[src/rtl/button_debouncer_pkg.sv]
// Shared definitions for the push-button conditioning stage: per-channel FSM
// state encodings and the debounce-window calculation.
package button_debouncer_pkg;

    localparam logic STATE_STABLE   = 1'b0;
    localparam logic STATE_SETTLING = 1'b1;

    // Whole-MHz clocks only; a window that rounds down to nothing still needs one cycle.
    function automatic int calc_stable_cycles(input int clock_hz, input int debounce_us);
        longint cycles;
        cycles = (longint'(clock_hz) / 64'sd1000000) * longint'(debounce_us);
        if (cycles < 64'sd1) begin
            cycles = 64'sd1;
        end
        return int'(cycles);
    endfunction

endpackage

[src/rtl/button_debouncer_debounce_channel.sv]
// One debounce lane: 2-flop synchronizer, stability counter, two-state FSM, edge pulses.
// Output level moves STABLE_CYCLES+2 edges after the pin; no input-to-output combinational path.
module debounce_channel
    import button_debouncer_pkg::*;
#(
    parameter int   STABLE_CYCLES = 4,
    parameter logic INIT_LEVEL    = 1'b0
) (
    input  logic clock,
    input  logic reset,
    input  logic button_i,
    output logic level_o,
    output logic rise_o,
    output logic fall_o
);

    localparam int CNT_W = $clog2(STABLE_CYCLES + 1);
    localparam logic [CNT_W-1:0] CNT_ONE  = CNT_W'(1);
    localparam logic [CNT_W-1:0] CNT_LAST = CNT_W'(STABLE_CYCLES - 1);

    logic             sync1_q;
    logic             sync2_q;
    logic             state_q, state_d;
    logic [CNT_W-1:0] cnt_q,   cnt_d;
    logic             level_q, level_d;
    logic             rise_q,  rise_d;
    logic             fall_q,  fall_d;
    logic             accept;

    always_ff @(posedge clock or posedge reset) begin
        if (reset) begin
            sync1_q <= INIT_LEVEL;
            sync2_q <= INIT_LEVEL;
        end else begin
            sync1_q <= button_i;
            sync2_q <= sync1_q;
        end
    end

    always_comb begin
        state_d = state_q;
        cnt_d   = cnt_q;
        level_d = level_q;
        accept  = 1'b0;

        case (state_q)
            STATE_STABLE: begin
                if (sync2_q != level_q) begin
                    if (STABLE_CYCLES == 1) begin
                        accept = 1'b1;
                    end else begin
                        state_d = STATE_SETTLING;
                        cnt_d   = CNT_ONE;
                    end
                end else begin
                    cnt_d = '0;
                end
            end
            default: begin
                if (sync2_q == level_q) begin
                    // Bounced back before the window closed: drop the partial count silently.
                    state_d = STATE_STABLE;
                    cnt_d   = '0;
                end else if (cnt_q >= CNT_LAST) begin
                    accept = 1'b1;
                end else begin
                    cnt_d = cnt_q + CNT_ONE;
                end
            end
        endcase

        if (accept) begin
            level_d = sync2_q;
            state_d = STATE_STABLE;
            cnt_d   = '0;
        end

        rise_d = accept & sync2_q;
        fall_d = accept & ~sync2_q;
    end

    always_ff @(posedge clock or posedge reset) begin
        if (reset) begin
            state_q <= STATE_STABLE;
            cnt_q   <= '0;
            level_q <= INIT_LEVEL;
            rise_q  <= 1'b0;
            fall_q  <= 1'b0;
        end else begin
            state_q <= state_d;
            cnt_q   <= cnt_d;
            level_q <= level_d;
            rise_q  <= rise_d;
            fall_q  <= fall_d;
        end
    end

    assign level_o = level_q;
    assign rise_o  = rise_q;
    assign fall_o  = fall_q;

endmodule

[src/rtl/button_debouncer.sv]
// Multi-channel push-button debouncer: independent lanes, each giving a clean level plus rise/fall pulses.
// Fixed STABLE_CYCLES+2 edge latency per lane; no flow control, every channel samples every cycle.
module button_debouncer
    import button_debouncer_pkg::*;
#(
    parameter int                  CHANNELS         = 2,
    parameter int                  CLOCK_FREQUENCY  = 12000000,
    parameter int                  DEBOUNCE_TIME_US = 10000,
    parameter logic [CHANNELS-1:0] INIT_LEVEL       = {CHANNELS{1'b0}}
) (
    input  logic                clock,
    input  logic                reset,
    input  logic [CHANNELS-1:0] button_in,
    output logic [CHANNELS-1:0] button_level,
    output logic [CHANNELS-1:0] button_rise,
    output logic [CHANNELS-1:0] button_fall
);

    localparam int STABLE_CYCLES = calc_stable_cycles(CLOCK_FREQUENCY, DEBOUNCE_TIME_US);

    for (genvar g = 0; g < CHANNELS; g++) begin : g_ch
        debounce_channel #(
            .STABLE_CYCLES (STABLE_CYCLES),
            .INIT_LEVEL    (INIT_LEVEL[g])
        ) u_channel (
            .clock    (clock),
            .reset    (reset),
            .button_i (button_in[g]),
            .level_o  (button_level[g]),
            .rise_o   (button_rise[g]),
            .fall_o   (button_fall[g])
        );
    end

endmodule

[config.mk]
export PLATFORM = sky130hd
export DESIGN_NAME = button_debouncer
export DESIGN_NICKNAME = d
export VERILOG_FILES = /design/src/rtl/button_debouncer_pkg.sv /design/src/rtl/button_debouncer_debounce_channel.sv /design/src/rtl/button_debouncer.sv
export SDC_FILE = /design/constraint.sdc
export NUM_CORES = 1
export LEC_CHECK = 0
export CAP_MARGIN = 0
export CORE_AREA = 3 3 90 49
export CTS_CLUSTER_DIAMETER = 40
export CTS_CLUSTER_SIZE = 12
export DETAILED_ROUTE_END_ITERATION = 7
export DIE_AREA = 0 0 93 52
export HOLD_SLACK_MARGIN = 0.12
export PLACE_DENSITY_LB_ADDON = 0.25
export SYNTH_ARGS = -nofsm -noshare
export SYNTH_HDL_FRONTEND = slang
export SYNTH_SLANG_ARGS = --single-unit
[constraint.sdc]
create_clock -name clock -period 3.2 [get_ports clock]
set_input_delay 0.96 -clock clock [delete_from_list [all_inputs] [get_ports clock]]
set_output_delay 0.96 -clock clock [all_outputs]
set_load 0.005 [all_outputs]
==> out/results.ini, run 1 <==
[setup_path]
rr_startpoint=g_ch[0].u_channel.cnt_q[0]$_DFFE_PP0P_
critPathLaunch=g_ch[0].u_channel.level_o$_DFFE_PP0P_
timing.critical_path.arrival_ps=1200
worstPathCellList=clkdlybuf4s50_1
timing.reg2reg.worst_path_depth=5
critPathMaxFanout=3
worstSetupStartpointType=register
path_delay_family=buffers and inverters
critPathKind=register to output pin
worstReg2RegEnd=g_ch[0].u_channel.level_o$_DFFE_PP0P_
endpoint_kind=output pin
critPathRequiredTime_ps=2240
reg2reg_slack_ps=1370
cp_slowest_cell=sky130_fd_sc_hd__clkdlybuf4s50_1
number_of_buffers_and_inverters_on_the_critical_path=1
critical_path.max_stage_delay_ps=520

[cts]
clk_pin_slew_ps=80
cells_resized_by_post_cts_repair=0
cts_sinks=46
tritoncts.num_buffers=5
cts.path.max_buffers=2
post-cts-setup-buffer-count=0
worstSkewPairLatency_ps=290
ctsHoldBuffers=0
cts_max_level=2
cts-root-buf=sky130_fd_sc_hd__clkbuf_8
clock_tree_from_tritoncts=done

[sta]
unrepaired_setup_endpoints_after_global_routing=no
final_setup_violating_endpoints=0
slew_viol_final=0
clock_skew_ps=9.160
final-hold-violation-count=0
max_freq_ghz=0.4620
max_slew.worst_pin.slew_ps=546.2
final_min_period_over_clock_period_pct=67.64
setup_tns_ps=0
finalHoldWorstSlack_ps=353.6
period_needed_ps=2164
slew_headroom_pct=63.59

[finish]
design.final.nets=214
layout_commonest_cell=sky130_fd_sc_hd__dfrtp_1
n_fill_cell=307
most-common-layout-cells=sky130_fd_sc_hd__dfrtp_1, sky130_fd_sc_hd__nor2_1, sky130_fd_sc_hd__xor2_1
n_antenna_cell=0
area_delta_synth_final_pct=9.350
fraction_of_final_layout_cells_sized_beyond_drive_strength_1_pct=13.46

[placed_design]
port_buffers=9
globalplace.congestion=0.8071
dp_hpwl_um=2639

[floorplan]
die_outline_height_um=52
start_util_pct=58.31
die_w_um=93
boundaryPins=10
rows=16
die_area_sq_um=4836
core_area_sq_um=3764

[yosys]
avgSynthCellArea_sq_um=10.97
synth_cell_type_count=41
postSynth.asyncResetShare_pct=100.0
synthesis.instances=200
yosys-top-cells-area=sky130_fd_sc_hd__dfrtp_1, sky130_fd_sc_hd__xor2_1, sky130_fd_sc_hd__nor2_1
synth-edff-count=0
synth-seq-cells=46
syn_nets=206
netlist.top_cell.by_area=sky130_fd_sc_hd__dfrtp_1
synth.yosys.seq_area_share_pct=52.45
syn-cell-area_sq_um=2195
synth_flop_cell=sky130_fd_sc_hd__dfrtp_1
synthesis.yosys.warnings=0
yosysTopAreaCellShare_pct=52.45

[worst_hold_path]
hold_path.startpoint=g_ch[0].u_channel.sync1_q$_DFF_PP0_
hold_path_class=register to register
hold_path_depth=0
hold_path_end=g_ch[0].u_channel.sync2_q$_DFF_PP0_

[grt]
grt_antenna_before_repair=0
grt_pass1_wl_um=6417
grt_start_max_net_pins=46
first_global_vias=1347
overall_global_routing_resource_usage_pct=17.44
grt_remaining_overflow=0

[routing]
detailedRoute.firstPassIterationCount=4
route.antenna.remaining_nets=0
totalWireLength_um=3717
num_vias=1412
drc_errors=0
routed_wire_length_per_instance_um=14.19
via_density_per_instance=5.389
drt_iter0_drc=88

[job]
cap_violations=0

[run_status]
outcome=finished, final reports clean

[pwr]
vdd.ir_drop.worst_mv=0.2871
power_density_nw_per_um2=446.4
leakagePower_nw=1.064

[cells in the mapped netlist (3+ instances only)]
cell type / n
sky130_fd_sc_hd__inv_1: 6
sky130_fd_sc_hd__dfrtp_1: 46
sky130_fd_sc_hd__nand4_1: 7
sky130_fd_sc_hd__and4_1: 5
sky130_fd_sc_hd__xor2_1: 24
sky130_fd_sc_hd__nor2_1: 27
sky130_fd_sc_hd__and3_1: 5
sky130_fd_sc_hd__buf_4: 6
sky130_fd_sc_hd__nor2_2: 10
sky130_fd_sc_hd__and2_1: 3
sky130_fd_sc_hd__nand3_1: 9
sky130_fd_sc_hd__nand2_1: 12
sky130_fd_sc_hd__xnor2_1: 7
[power breakdown]
part / internal (mW) / switching, mW
sequential: 0.588 / 0.00672
combinational: 0.0131 / 0.0281
clock: 0.250 / 0.185
total: 0.851 / 0.220
[layout make-up]
type,instances,area (sq um),area share (%)
flip-flops and latches,46,1151,47.97
multi-input cells,139,948.4,39.52
repair buffers,10,97.59,4.067
clock buffers,6,82.58,3.441
well taps,54,67.56,2.815
clock inverters,1,30.03,1.251
inverters,6,22.52,0.9385
[routing by layer]
metal	part of all wire, %	track usage (%)	vias to the layer above
met4	0.30	6.083	0
met2	41	23.72	26
met1	53	26.07	702
met5	0	0	-
li1	-	-	682
met3	4.9	5.347	2
[how the worst max path moves through the flow]
stage	to	slack, ps	cells after the start
after floorplan	g_ch[0].u_channel.cnt_q[0]$_DFFE_PP0P_	1150	1
after detailed placement	g_ch[0].u_channel.cnt_q[10]$_DFFE_PP0P_	1300	3
final	button_level[0]	1040	1
after CTS	button_level[0]	1020	1
after global routing	button_level[0]	990	1
after global placement	g_ch[0].u_channel.fall_o$_DFF_PP0_	1360	3
[cell families (layout without fill, tap and decap cells)]
family	after synthesis	in the layout	synth area share (%)
fa+ha+maj	2	2	1.140
xor+xnor	31	31	12.37
mux	2	2	1.197
compound gates	13	13	5.075
buf+inv	15	23	4.332
simple gates	91	91	23.43
flops	46	46	52.45
[stage by stage]
step | utilization, % | total power [mW] | cell area, sq um | setup WS (ps) | std cells
2_1_floorplan | - | 0.6369 | 2195 | 1152 | 200
3_3_place_gp | 60.77 | 0.6466 | 2287 | 1360 | 255
3_5_place_dp | 60.77 | 0.6488 | 2287 | 1302 | 255
4_1_cts | 63.76 | 1.081 | 2400 | 1020 | 262
5_1_grt | 63.76 | 1.108 | 2400 | 988.5 | 262
6_report | 63.76 | 1.071 | 2400 | 1036 | 262
[flip-flops by register name (all words and copies together) (netlist names)]
signal                  count
g_ch.u_channel.level_o      2
g_ch.u_channel.fall_o       2
g_ch.u_channel.state_q      2
g_ch.u_channel.cnt_q       34
g_ch.u_channel.sync1_q      2
g_ch.u_channel.rise_o       2
g_ch.u_channel.sync2_q      2
No activity file was read; power rests on OpenSTA's default activity.
==> run 2, diff against run 1 <==
--- a/config.mk
+++ b/config.mk
@@ -6,11 +6,11 @@
 export NUM_CORES = 1
 export LEC_CHECK = 0
 export CAP_MARGIN = 0
-export CORE_AREA = 3 3 90 49
+export CORE_AREA = 3 3 96 52
 export CTS_CLUSTER_DIAMETER = 40
 export CTS_CLUSTER_SIZE = 12
 export DETAILED_ROUTE_END_ITERATION = 7
-export DIE_AREA = 0 0 93 52
+export DIE_AREA = 0 0 99 55
 export HOLD_SLACK_MARGIN = 0.12
 export PLACE_DENSITY_LB_ADDON = 0.25
 export SYNTH_ARGS = -nofsm -noshare
==> constraint.sdc (replaced) <==
create_clock -name clock -period 1.95 [get_ports clock]
set_input_delay 0.585 -clock clock [delete_from_list [all_inputs] [get_ports clock]]
set_output_delay 0.585 -clock clock [all_outputs]
set_load 0.005 [all_outputs]
==> out/results.ini, run 2 (synthesized netlist as in run 1, its figures left out) <==
[setup_path]
critical_path.max_stage_delay_ps=520
cp_slowest_cell=sky130_fd_sc_hd__clkdlybuf4s50_1
worstSetupStartpointType=register
critPathRequiredTime_ps=1360
critPathMaxFanout=3
number_of_buffers_and_inverters_on_the_critical_path=1
endpoint_kind=output pin
timing.critical_path.arrival_ps=1230
path_delay_family=buffers and inverters
worstReg2RegEnd=g_ch[0].u_channel.level_o$_DFFE_PP0P_
rr_startpoint=g_ch[0].u_channel.cnt_q[0]$_DFFE_PP0P_
worstPathCellList=clkdlybuf4s50_1
critPathKind=register to output pin
reg2reg_slack_ps=130
timing.reg2reg.worst_path_depth=5

[sta]
clock_skew_ps=11.66
final_setup_violating_endpoints=0
period_needed_ps=1820
final_min_period_over_clock_period_pct=93.31
setup_tns_ps=0
slew_viol_final=0
slew_headroom_pct=74.58
unrepaired_setup_endpoints_after_global_routing=no
max_freq_ghz=0.5496
final-hold-violation-count=0
max_slew.worst_pin.slew_ps=378.5

[finish]
n_antenna_cell=0
area_delta_synth_final_pct=10.38
largest_reg_flops=34
most-common-layout-cells=sky130_fd_sc_hd__dfrtp_1, sky130_fd_sc_hd__nor2_1, sky130_fd_sc_hd__xor2_1
fraction_of_final_layout_cells_sized_beyond_drive_strength_1_pct=14.76
design.final.nets=215
layout_commonest_cell=sky130_fd_sc_hd__dfrtp_1
largest_register=g_ch.u_channel.cnt_q
post-route-cell-area_sq_um=2422

[grt]
grt_start_max_net_pins=47
grt_antenna_before_repair=0
first_global_vias=1325
overall_global_routing_resource_usage_pct=15.64
grt_remaining_overflow=0
grt_pass1_wl_um=6382

[floorplan]
start_util_pct=51.33
die_outline_height_um=55
die_w_um=99
boundaryPins=10
rows=17
die_area_sq_um=5445
core_area_sq_um=4275

[pwr]
leakagePower_nw=1.073
vdd.ir_drop.worst_mv=0.4472
clkPwrFrac_pct=39.8
internal_power_mw=1.368
power_density_nw_per_um2=718.0
power.net_switching_mw=0.3716
switching_share_pct=21.37
seq_power_share_pct=56.2
power.share.combinational_pct=4.0

[cts]
worstSkewPairLatency_ps=300
tritoncts.num_buffers=5
ctsHoldBuffers=0
cts.path.max_buffers=2
clk_pin_slew_ps=90
cts_sinks=46
cts_max_level=2
cts-root-buf=sky130_fd_sc_hd__clkbuf_8
post-cts-setup-buffer-count=0
clock_tree_from_tritoncts=done

[routing]
drt_iter0_drc=93
routed_wire_length_per_instance_um=13.91
num_vias=1396
route.antenna.remaining_nets=0
drc_errors=0
via_density_per_instance=5.228
detailedRoute.firstPassIterationCount=4
totalWireLength_um=3713

[run_status]
outcome=finished, final reports clean

[worst_hold_path]
hold_path_class=register to register
hold_path_depth=0
hold_path_end=g_ch[1].u_channel.sync2_q$_DFF_PP0_
hold_path.startpoint=g_ch[1].u_channel.sync1_q$_DFF_PP0_

[placed_design]
detailed_place.area_sq_um=2311
globalplace.congestion=0.7447
dp_hpwl_um=2589
port_buffers=9

[job]
cap_violations=0

==> run 2: worst max path at each step <==
stage	depth (start not counted)	startpoint	to	slack (ps)
finish	1	g_ch[0].u_channel.level_o$_DFFE_PP0P_	button_level[0]	130
global route	5	g_ch[0].u_channel.cnt_q[0]$_DFFE_PP0P_	g_ch[0].u_channel.level_o$_DFFE_PP0P_	30
CTS	5	g_ch[0].u_channel.cnt_q[0]$_DFFE_PP0P_	g_ch[0].u_channel.level_o$_DFFE_PP0P_	100
detailed placement	5	g_ch[0].u_channel.cnt_q[0]$_DFFE_PP0P_	g_ch[0].u_channel.level_o$_DFFE_PP0P_	120
global placement	5	g_ch[0].u_channel.cnt_q[9]$_DFFE_PP0P_	g_ch[0].u_channel.level_o$_DFFE_PP0P_	190
floorplan	5	g_ch[0].u_channel.cnt_q[9]$_DFFE_PP0P_	g_ch[0].u_channel.level_o$_DFFE_PP0P_	240
==> run 2: cell type report <==
class | instances | area [sq um]
inverters | 6 | 22.52
multi-input cells | 139 | 950.9
repair buffers | 11 | 117.6
well taps | 57 | 71.32
fillers | 344 | 1853
flip-flops and latches | 46 | 1151
clock inverters | 3 | 40.04
clock buffers | 5 | 68.82
==> run 2: power groups by stage <==
stage | sequential [mW] | clock, mW | combinational [mW]
3_3_place_gp | 0.994 | 0 | 0.0697
5_1_grt | 0.979 | 0.768 | 0.0823
4_1_cts | 0.976 | 0.722 | 0.0727
3_5_place_dp | 0.996 | 0 | 0.0719
6_report | 0.977 | 0.692 | 0.0700
2_1_floorplan | 0.992 | 0 | 0.0529
==> run 2: per-layer routing <==
| metal | share of wire [%] | GRT usage [%] |
|---|---|---|
| met2 | 41 | 21.89 |
| met3 | 4.9 | 4.380 |
| met4 | 1.2 | 8.163 |
| met5 | 0 | 0 |
| met1 | 53 | 22.20 |
==> run 2: metrics by stage <==
stage | cells | hold WS (ps) | worst slack (ps) | total power [mW] | utilization (%)
after floorplan | 200 | 331.2 | 239.9 | 1.045 | -
after global placement | 259 | 332.0 | 193.3 | 1.064 | 54.05
after detailed placement | 259 | 337.9 | 118.6 | 1.068 | 54.05
after CTS | 267 | 356.6 | 104.9 | 1.771 | 56.60
after global routing | 267 | 372.8 | 28.13 | 1.830 | 56.66
final | 267 | 354.0 | 130.4 | 1.739 | 56.66
==> run 2: timing repair <==
item	CTS	global route
resized for setup	0	1
setup endpoints to repair	0	1
hold endpoints to repair	0	0
